`config.mk`:
```
export PLATFORM = sky130hd
export DESIGN_NAME = alu_seq_unit
export DESIGN_NICKNAME = d
export VERILOG_FILES = /design/src/rtl/alu_seq_unit.sv
export SDC_FILE = /design/constraint.sdc
export NUM_CORES = 1
export LEC_CHECK = 0
export ABC_AREA = 1
export CAP_MARGIN = 20
export CORE_MARGIN = 5
export CORE_UTILIZATION = 53
export CTS_CLUSTER_SIZE = 16
export DETAILED_ROUTE_END_ITERATION = 8
export DONT_BUFFER_PORTS = 1
export PLACE_DENSITY_LB_ADDON = 0.15
export SKIP_CTS_REPAIR_TIMING = 1
export SLEW_MARGIN = 30
export SYNTH_ARGS = -nofsm -noshare
export SYNTH_HDL_FRONTEND = slang
export SYNTH_SLANG_ARGS = --single-unit
```
`constraint.sdc`:
```
create_clock -name clk -period 2.1 [get_ports clk]
set_clock_uncertainty 0.05 [all_clocks]
set_input_delay 0.315 -clock clk [delete_from_list [all_inputs] [get_ports clk]]
set_output_delay 0.315 -clock clk [all_outputs]
set_load 0.05 [all_outputs]
```
`src/rtl/alu_seq_unit.sv`:
```
// rtl/alu_seq_unit.sv - registered execute-stage ALU with C/Z/N condition-code register; iterative shifter enabled by ALU_SHIFTER_EN
module alu_seq_unit #(
    parameter int N = 16
) (
    input  logic         clk,
    input  logic         rst,
    input  logic         in_valid,
    output logic         in_ready,
    input  logic [3:0]   op,
    input  logic [N-1:0] in_src,
    input  logic [N-1:0] in_dst,
    input  logic         flags_load,
    input  logic [2:0]   flags_in,
    output logic [N-1:0] out,
    output logic         out_valid,
    output logic         carryFlag,
    output logic         zeroFlag,
    output logic         negFlag
);

    localparam logic [3:0] OP_ADD  = 4'd1;
    localparam logic [3:0] OP_SUB  = 4'd2;
    localparam logic [3:0] OP_AND  = 4'd3;
    localparam logic [3:0] OP_OR   = 4'd4;
    localparam logic [3:0] OP_NOT  = 4'd5;
    localparam logic [3:0] OP_MOV  = 4'd6;
    localparam logic [3:0] OP_INC  = 4'd7;
    localparam logic [3:0] OP_DEC  = 4'd8;
    localparam logic [3:0] OP_SHL  = 4'd9;
    localparam logic [3:0] OP_SHR  = 4'd10;
    localparam logic [3:0] OP_SETC = 4'd11;
    localparam logic [3:0] OP_CLRC = 4'd12;

    localparam logic [N:0] ONE_EXT = {{N{1'b0}}, 1'b1};

    logic [N-1:0] out_q;
    logic         out_valid_q;
    logic         c_q, z_q, n_q;

    logic [N:0]   sum_d;
    logic [N-1:0] res_d;
    logic         c_d;
    logic         wr_c_d;
    logic         wr_zn_d;
    logic         done_d;
    logic         start_shift_d;

`ifdef ALU_SHIFTER_EN
    localparam int SW = $clog2(N);
    localparam logic [SW-1:0] CNT_ONE = {{(SW-1){1'b0}}, 1'b1};

    typedef enum logic {S_IDLE, S_SHIFT} state_t;

    state_t       state_q;
    logic [N-1:0] work_q;
    logic [SW-1:0] cnt_q;
    logic         dir_q;
    logic [N-1:0] step_d;
    logic         bit_out_d;
    logic [SW-1:0] amt_d;

    assign amt_d    = in_src[SW-1:0];
    assign in_ready = (state_q == S_IDLE) && !rst;

    // One-bit shift of the working register; dir_q=1 is a logical right shift
    always_comb begin
        if (dir_q) begin
            step_d    = {1'b0, work_q[N-1:1]};
            bit_out_d = work_q[0];
        end else begin
            step_d    = {work_q[N-2:0], 1'b0};
            bit_out_d = work_q[N-1];
        end
    end
`else
    assign in_ready = !rst;
`endif

    // Decode the presented op into a result and which CCR fields it writes
    always_comb begin
        sum_d         = '0;
        res_d         = out_q;
        c_d           = c_q;
        wr_c_d        = 1'b0;
        wr_zn_d       = 1'b0;
        done_d        = 1'b0;
        start_shift_d = 1'b0;
        case (op)
            OP_ADD: begin
                sum_d = {1'b0, in_dst} + {1'b0, in_src};
                res_d = sum_d[N-1:0];
                c_d   = sum_d[N];
                {wr_c_d, wr_zn_d, done_d} = 3'b111;
            end
            OP_SUB: begin
                sum_d = {1'b0, in_dst} - {1'b0, in_src};
                res_d = sum_d[N-1:0];
                c_d   = sum_d[N];
                {wr_c_d, wr_zn_d, done_d} = 3'b111;
            end
            OP_INC: begin
                sum_d = {1'b0, in_dst} + ONE_EXT;
                res_d = sum_d[N-1:0];
                c_d   = sum_d[N];
                {wr_c_d, wr_zn_d, done_d} = 3'b111;
            end
            OP_DEC: begin
                sum_d = {1'b0, in_dst} - ONE_EXT;
                res_d = sum_d[N-1:0];
                c_d   = sum_d[N];
                {wr_c_d, wr_zn_d, done_d} = 3'b111;
            end
            OP_AND: begin
                res_d = in_dst & in_src;
                {wr_zn_d, done_d} = 2'b11;
            end
            OP_OR: begin
                res_d = in_dst | in_src;
                {wr_zn_d, done_d} = 2'b11;
            end
            OP_NOT: begin
                res_d = ~in_dst;
                {wr_zn_d, done_d} = 2'b11;
            end
            OP_MOV: begin
                res_d = in_dst;
                {wr_zn_d, done_d} = 2'b11;
            end
`ifdef ALU_SHIFTER_EN
            OP_SHL, OP_SHR: begin
                // A zero-length shift is just a move that keeps C
                if (amt_d == '0) begin
                    res_d = in_dst;
                    {wr_zn_d, done_d} = 2'b11;
                end else begin
                    start_shift_d = 1'b1;
                end
            end
`endif
            OP_SETC: begin
                c_d    = 1'b1;
                wr_c_d = 1'b1;
            end
            OP_CLRC: begin
                c_d    = 1'b0;
                wr_c_d = 1'b1;
            end
            default: ;
        endcase
    end

    // Result, CCR and shift FSM; flags_load is applied last so it wins over op flag writes
    always_ff @(posedge clk) begin
        if (rst) begin
            out_q       <= '0;
            out_valid_q <= 1'b0;
            c_q         <= 1'b0;
            z_q         <= 1'b0;
            n_q         <= 1'b0;
`ifdef ALU_SHIFTER_EN
            state_q     <= S_IDLE;
            work_q      <= '0;
            cnt_q       <= '0;
            dir_q       <= 1'b0;
`endif
        end else begin
            out_valid_q <= 1'b0;
`ifdef ALU_SHIFTER_EN
            if (state_q == S_SHIFT) begin
                work_q <= step_d;
                cnt_q  <= cnt_q - CNT_ONE;
                if (cnt_q == CNT_ONE) begin
                    out_q       <= step_d;
                    out_valid_q <= 1'b1;
                    c_q         <= bit_out_d;
                    z_q         <= (step_d == '0);
                    n_q         <= step_d[N-1];
                    state_q     <= S_IDLE;
                end
            end else if (in_valid && start_shift_d) begin
                work_q  <= in_dst;
                cnt_q   <= amt_d;
                dir_q   <= (op == OP_SHR);
                state_q <= S_SHIFT;
            end else
`endif
            if (in_valid) begin
                if (done_d) begin
                    out_q       <= res_d;
                    out_valid_q <= 1'b1;
                end
                if (wr_c_d) begin
                    c_q <= c_d;
                end
                if (wr_zn_d) begin
                    z_q <= (res_d == '0);
                    n_q <= res_d[N-1];
                end
            end
            if (flags_load) begin
                {c_q, z_q, n_q} <= flags_in;
            end
        end
    end

    assign out       = out_q;
    assign out_valid = out_valid_q;
    assign carryFlag = c_q;
    assign zeroFlag  = z_q;
    assign negFlag   = n_q;

endmodule

```
======== Word level (Yosys, flattened, before mapping) ========
Index checks and enable logic that the tools add are counted.
storage, ports and cells
  flip-flop bits (word level) ............. 20
  bits in latches ......................... 0
  RAM bits ................................ 0
  memory bits (read-only) ................. 0
  input port bits ......................... 43
  output and inout bits ................... 21
  logic and storage cells ................. 49
  memories ................................ 0
operators by class
  add/subtract/negate cells ............... 4
  multiply operators ...................... 0
  div/mod/pow operators ................... 0
  order comparisons ....................... 0
  eq/ne operators ......................... 10
  shifts and indexed selects .............. 0
  muxes and demuxes ....................... 14
  bitwise gates (word level) .............. 4
  reduce and logical (&&, ||, !) cells .... 12
operators with widths
  operator                 number
  $pmux W16 S8             1
  $add A16 B1 Y17 const B  1
  $add A16 B16 Y17         1
  $sub A16 B1 Y17 const B  1
  $sub A16 B16 Y17         1
  $and A16 B16 Y16         1
  $eq A4 B3 Y1 const B     4
  $logic_not A16 Y1        1
  $not A16 Y16             1
  $or A16 B16 Y16          1
  $eq A4 B4 Y1 const B     3
  $mux W1                  12
  $eq A4 B2 Y1 const B     2
  $reduce_or A8 Y1         1
  $reduce_bool A7 Y1       1
  $pmux W1 S6              1
  $reduce_bool A2 Y1       3
  $reduce_or A6 Y1         1
  $eq A4 B1 Y1 const B     1
  $reduce_and A2 Y1        2
  $reduce_and A3 Y1        1
  $reduce_or A2 Y1         1
  $logic_not A1 Y1         1
  $not A1 Y1               1

======== Longest topological paths before layout ========
  depth after elaboration ................. 6
  gate-level depth with buffers ........... 19
  depth with buffers taken out ............ 18

======== Least setup slack after synthesis ========
No wires, ideal clock.
  path type ............................... input-to-reg
  start ................................... input port in_dst[5]
  end ..................................... register z_q, in the netlist zeroFlag
  setup time .............................. 0.070 ns
  arrival ................................. 2.083 ns
  required time ........................... 1.980 ns
  path slack .............................. -0.103 ns
  cell stages on the path ................. 14
  path buffers ............................ 2
  path through ............................ buf_2 inv_1 ha_1 buf_2 a21oi_1 o21ai_1 or2_2 nand2_1 nand3_1 nor2_1 nand3_1 nor2_1 nand4_1 a21oi_1
between the ends
  longest elaborated chain between the ends .. 6
  elaborated cells on any way between the ends .. 12
  those cells by class .................... add/sub: 4; mux: 4; bitwise: 3; reduce/logical: 1
ends and longest elaborated chain
  what                                           line  RTL
  start, declared                                11    input logic [N-1:0] in_dst,
  $sub A16 B1 Y17, or another cell as far along  108   sum_d = {1'b0, in_dst} - ONE_EXT;
  $pmux W16 S8 (*)                               88    case (op)
  $logic_not A16 Y1 (*)                          196   z_q <= (res_d == '0);
  $mux W1 (*)                                    195   if (wr_zn_d) begin
  $mux W1 (*)                                    187   if (in_valid) begin
  $mux W1 (*)                                    200   if (flags_load) begin
  end signal, assigned                           196
  end signal, assigned                           201   {c_q, z_q, n_q} <= flags_in;
  end, declared                                  38    logic c_q, z_q, n_q;
Mark *: on every way between the ends. The rest lies on a longest branch, timed or not. The select of a mux whose other input is x is not followed.
A chain may end at the register's enable or synchronous reset.

======== Final worst setup path ========
  start ................................... input port in_dst[1]
  end ..................................... register z_q, in the netlist zeroFlag
The elaborated chain is that of the path after synthesis.

==> flow_summary.json <==
{
  "sequential_cell_area_sq_um": 400,
  "synthSimpleGateAreaFrac": 0.477,
  "hold_path_startpoint": "rst",
  "ys_types": 41,
  "ys_ff_latch": 20,
  "powerDensity_mw_per_mm2": 335,
  "via_count_normalized_by_instance_count": 5.54,
  "clk_latency_ns": 0.27,
  "path_clk_slew_ns": 0.08,
  "std_cell_rows": 35,
  "routability_cong": 1.07,
  "peakVddDrop_mv": 0.241,
  "timing_max_transition_violations_final": 0,
  "area_growth_pct": 25.1,
  "outcome": "complete, no violations",
  "route.vias.total": 6263,
  "grt_max_degree": 15,
  "area_contributors_post_synth": "nand2_1 20%, ha_1 13%, inv_1 11%, nand3_1 10%, nor2_1 9.4%",
  "postSynthNetCount": 1014,
  "worst-r2r-setup-slack_ns": 0.55,
  "start_kind": "input port",
  "power.net_switching_uw": 942,
  "number_of_global_route_vias_before_repair": 5892,
  "criticalPathCategory": "input port to flop",
  "floorplan.die_area_sq_mm": 0.0112,
  "netlist.area_leader.share": 0.202,
  "global_route.usage.total": 0.311,
  "rsz0062_at_grt": "yes",
  "chipWidth_microns": 106,
  "fin_total_pwr_uw": 2040,
  "ioPinCount": 64,
  "synth_sequential_area_ratio": 0.0824,
  "max_freq_mhz": 484,
  "power.share.switching": 0.462,
  "timing_worst_slew_pin_value_ns": 0.554,
  "grt_antenna_before_repair": 0,
  "placedCellCount": 1125,
  "syn-instance-count": 917,
  "sinks_on_clock_net": 20,
  "wl_per_cell_microns": 15.9,
  "dr.first_iter.drc_count": 481,
  "mostFrequentLayoutCells": "260 x nand2_1, 131 x inv_1, 129 x buf_4, 111 x nor2_1, 95 x nand3_1",
  "type_of_element_capturing_the_critical_path": "flop",
  "wire_length_of_the_first_global_routing_pass_mm": 28.2,
  "hold_path_depth": 1,
  "internal-power_uw": 1100,
  "leading_area_contributor_after_synthesis": "nand2_1",
  "final-setup-viol-count": 0,
  "multiplexer_share_of_the_synthesized_area": 0,
  "maximum_number_of_buffers_from_clock_root_to_sink": 2,
  "cts_root_buf": "clkbuf_8",
  "final_worst_path_period_share": 0.983,
  "final_cell_area_sq_mm": 0.00608,
  "worst_hold_path_type": "input port to flop",
  "vertical_extent_of_the_die_microns": 106,
  "fin_setup_tns_ns": 0,
  "layout-drive-gt1-share": 0.209,
  "hold_viol": 0,
  "initial_utilization": 0.534,
  "combPwrFrac": 0.615,
  "route.final.wire_length_mm": 17.9,
  "worst-path-max-fanout": 8,
  "hold-path-endpoint": "carryFlag$_SDFFE_PP0P_",
  "port_buffers": 0,
  "fraction_of_registers_with_async_set_reset": 0,
  "parity_gate_share_of_the_synthesized_area_counting_xor_and_xnor_cells": 0.00180,
  "finish.net_count": 1117,
  "synth_flop_cell": "dfxtp_1",
  "critical_path.reg2reg.startpoint": "out[8]$_SDFFE_PP0P_",
  "p_leak_uw": 0.00327,
  "critical_path_rt_ns": 2.26,
  "drt-pass1-iter-count": 5,
  "grt-ovfl-total": 0,
  "placedInstanceArea_sq_mm": 0.00585,
  "layout.cells.most_common": "nand2_1",
  "htree_num_levels": 1,
  "worst_r2r_path_depth": 6,
  "timing.rr.end": "zeroFlag$_SDFFE_PP0P_",
  "worst_ep_arrival_time_ns": 2.22,
  "number_of_standard_cells_in_the_final_layout_excluding_fillers": 1130,
  "number_of_remaining_drc_errors": 0,
  "ys_warn_count": 0,
  "slew_headroom": 0.630,
  "final_core_utilization": 0.668,
  "total_area_of_multi_input_combinational_cells_sq_mm": 0.00396,
  "post-dp-hpwl_mm": 15.1,
  "tritoncts_clock_tree": "yes",
  "antenna_cells_inserted": 0,
  "synth-edff-count": 0,
  "adder_cell_share_of_the_synthesized_area": 0.142,
  "sequentialPowerShare": 0.234,
  "finalWorstPathRequiredPeriod_ns": 2.06,
  "synthesis.area_per_instance_sq_um": 5.30,
  "largest_family_of_logic_cells_by_synthesized_area": "simple AND/OR/NAND/NOR gates",
  "clkPwrFrac": 0.151,
  "antenna_left": 0,
  "synth_compound_gate_area_share": 0.144,
  "filler_cell_count": 912,
  "placeableCoreArea_sq_mm": 0.00911,
  "post_synth_instance_area_sq_mm": 0.00486,
  "cts-buffers-inserted": 3,
  "max_cap_violations": 0
}
[layer usage]
layer / vias up / global-route usage / wire (microns)
met5: - / 0 / 0
met4: 0 / 0.128 / 873
met3: 54 / 0.0386 / 1330
met2: 279 / 0.526 / 8250
met1: 2811 / 0.399 / 7470
li1: 3119 / - / -
[cell type report]
class | instances | area share
sequential | 20 | 0.0658
clock buffer | 4 | 0.00905
multi-input combinational | 722 | 0.650
inverter | 143 | 0.0893
timing repair buffer | 130 | 0.163
tap | 111 | 0.0228
[how the worst max path moves through the flow]
stage / start / endpoint / slack [ns] / depth (start not counted)
after floorplan: in_src[0] / zeroFlag$_SDFFE_PP0P_ / 0.00008 / 16
after global placement: in_src[3] / zeroFlag$_SDFFE_PP0P_ / -0.28 / 14
after detailed placement: in_src[3] / zeroFlag$_SDFFE_PP0P_ / -0.36 / 14
after CTS: in_src[3] / zeroFlag$_SDFFE_PP0P_ / -0.09 / 14
after global routing: in_dst[1] / zeroFlag$_SDFFE_PP0P_ / -0.11 / 15
final: in_dst[1] / zeroFlag$_SDFFE_PP0P_ / 0.04 / 15
[cell families (layout without fill, tap and decap cells)]
logic type,after synthesis,in the layout
compound gates,127,127
xor+xnor,1,1
fa+ha+maj,54,54
buf+inv,175,277
flops,20,20
simple gates,540,540
[metrics by stage]
step / setup slack, ns / hold slack (ns)
final: 0.0353 / 0.0518
after global routing: -0.115 / 0.0408
after CTS: -0.0884 / 0.0524
after detailed placement: -0.357 / 0.339
after global placement: -0.275 / 0.336
after floorplan: 0.0000775 / 0.427
[flip-flops by register name, summed over array words and instances (netlist names)]
name,count
out_valid,1
negFlag,1
zeroFlag,1
carryFlag,1
out,16
[power by group through the flow]
stage                     Sequential (uW)  Clock, uW  Combinational [uW]
after floorplan                       514          0                 725
after global placement                486          0                1150
after detailed placement              486          0                1170
after CTS                             478        306                1180
after global routing                  480        334                1380
final                                 477        308                1250
[worst max-delay path: stages]
cell and delay (ns):
inv_1 0.19, ha_1 0.28, buf_4 0.15, nor2_1 0.04, o21ai_1 0.12, nand2_1 0.14
nor2_2 0.15, nand3_1 0.08, nor2_1 0.10, nand3_1 0.08, nor2_1 0.11, nand3_1 0.12
nor2_2 0.13, nand4_1 0.09, a21oi_1 0.13
[synth_stat cells, types with 7 or more instances]
cell	count
nand2_2	10
o21ai_0	52
nand4_1	14
nand3_1	99
inv_1	136
nor2_1	122
a21oi_1	40
nor2_2	10
buf_6	7
o21ai_1	7
nand2_1	261
dfxtp_1	20
buf_2	19
ha_1	52
Note: power is estimated with default switching activity, not from simulation.
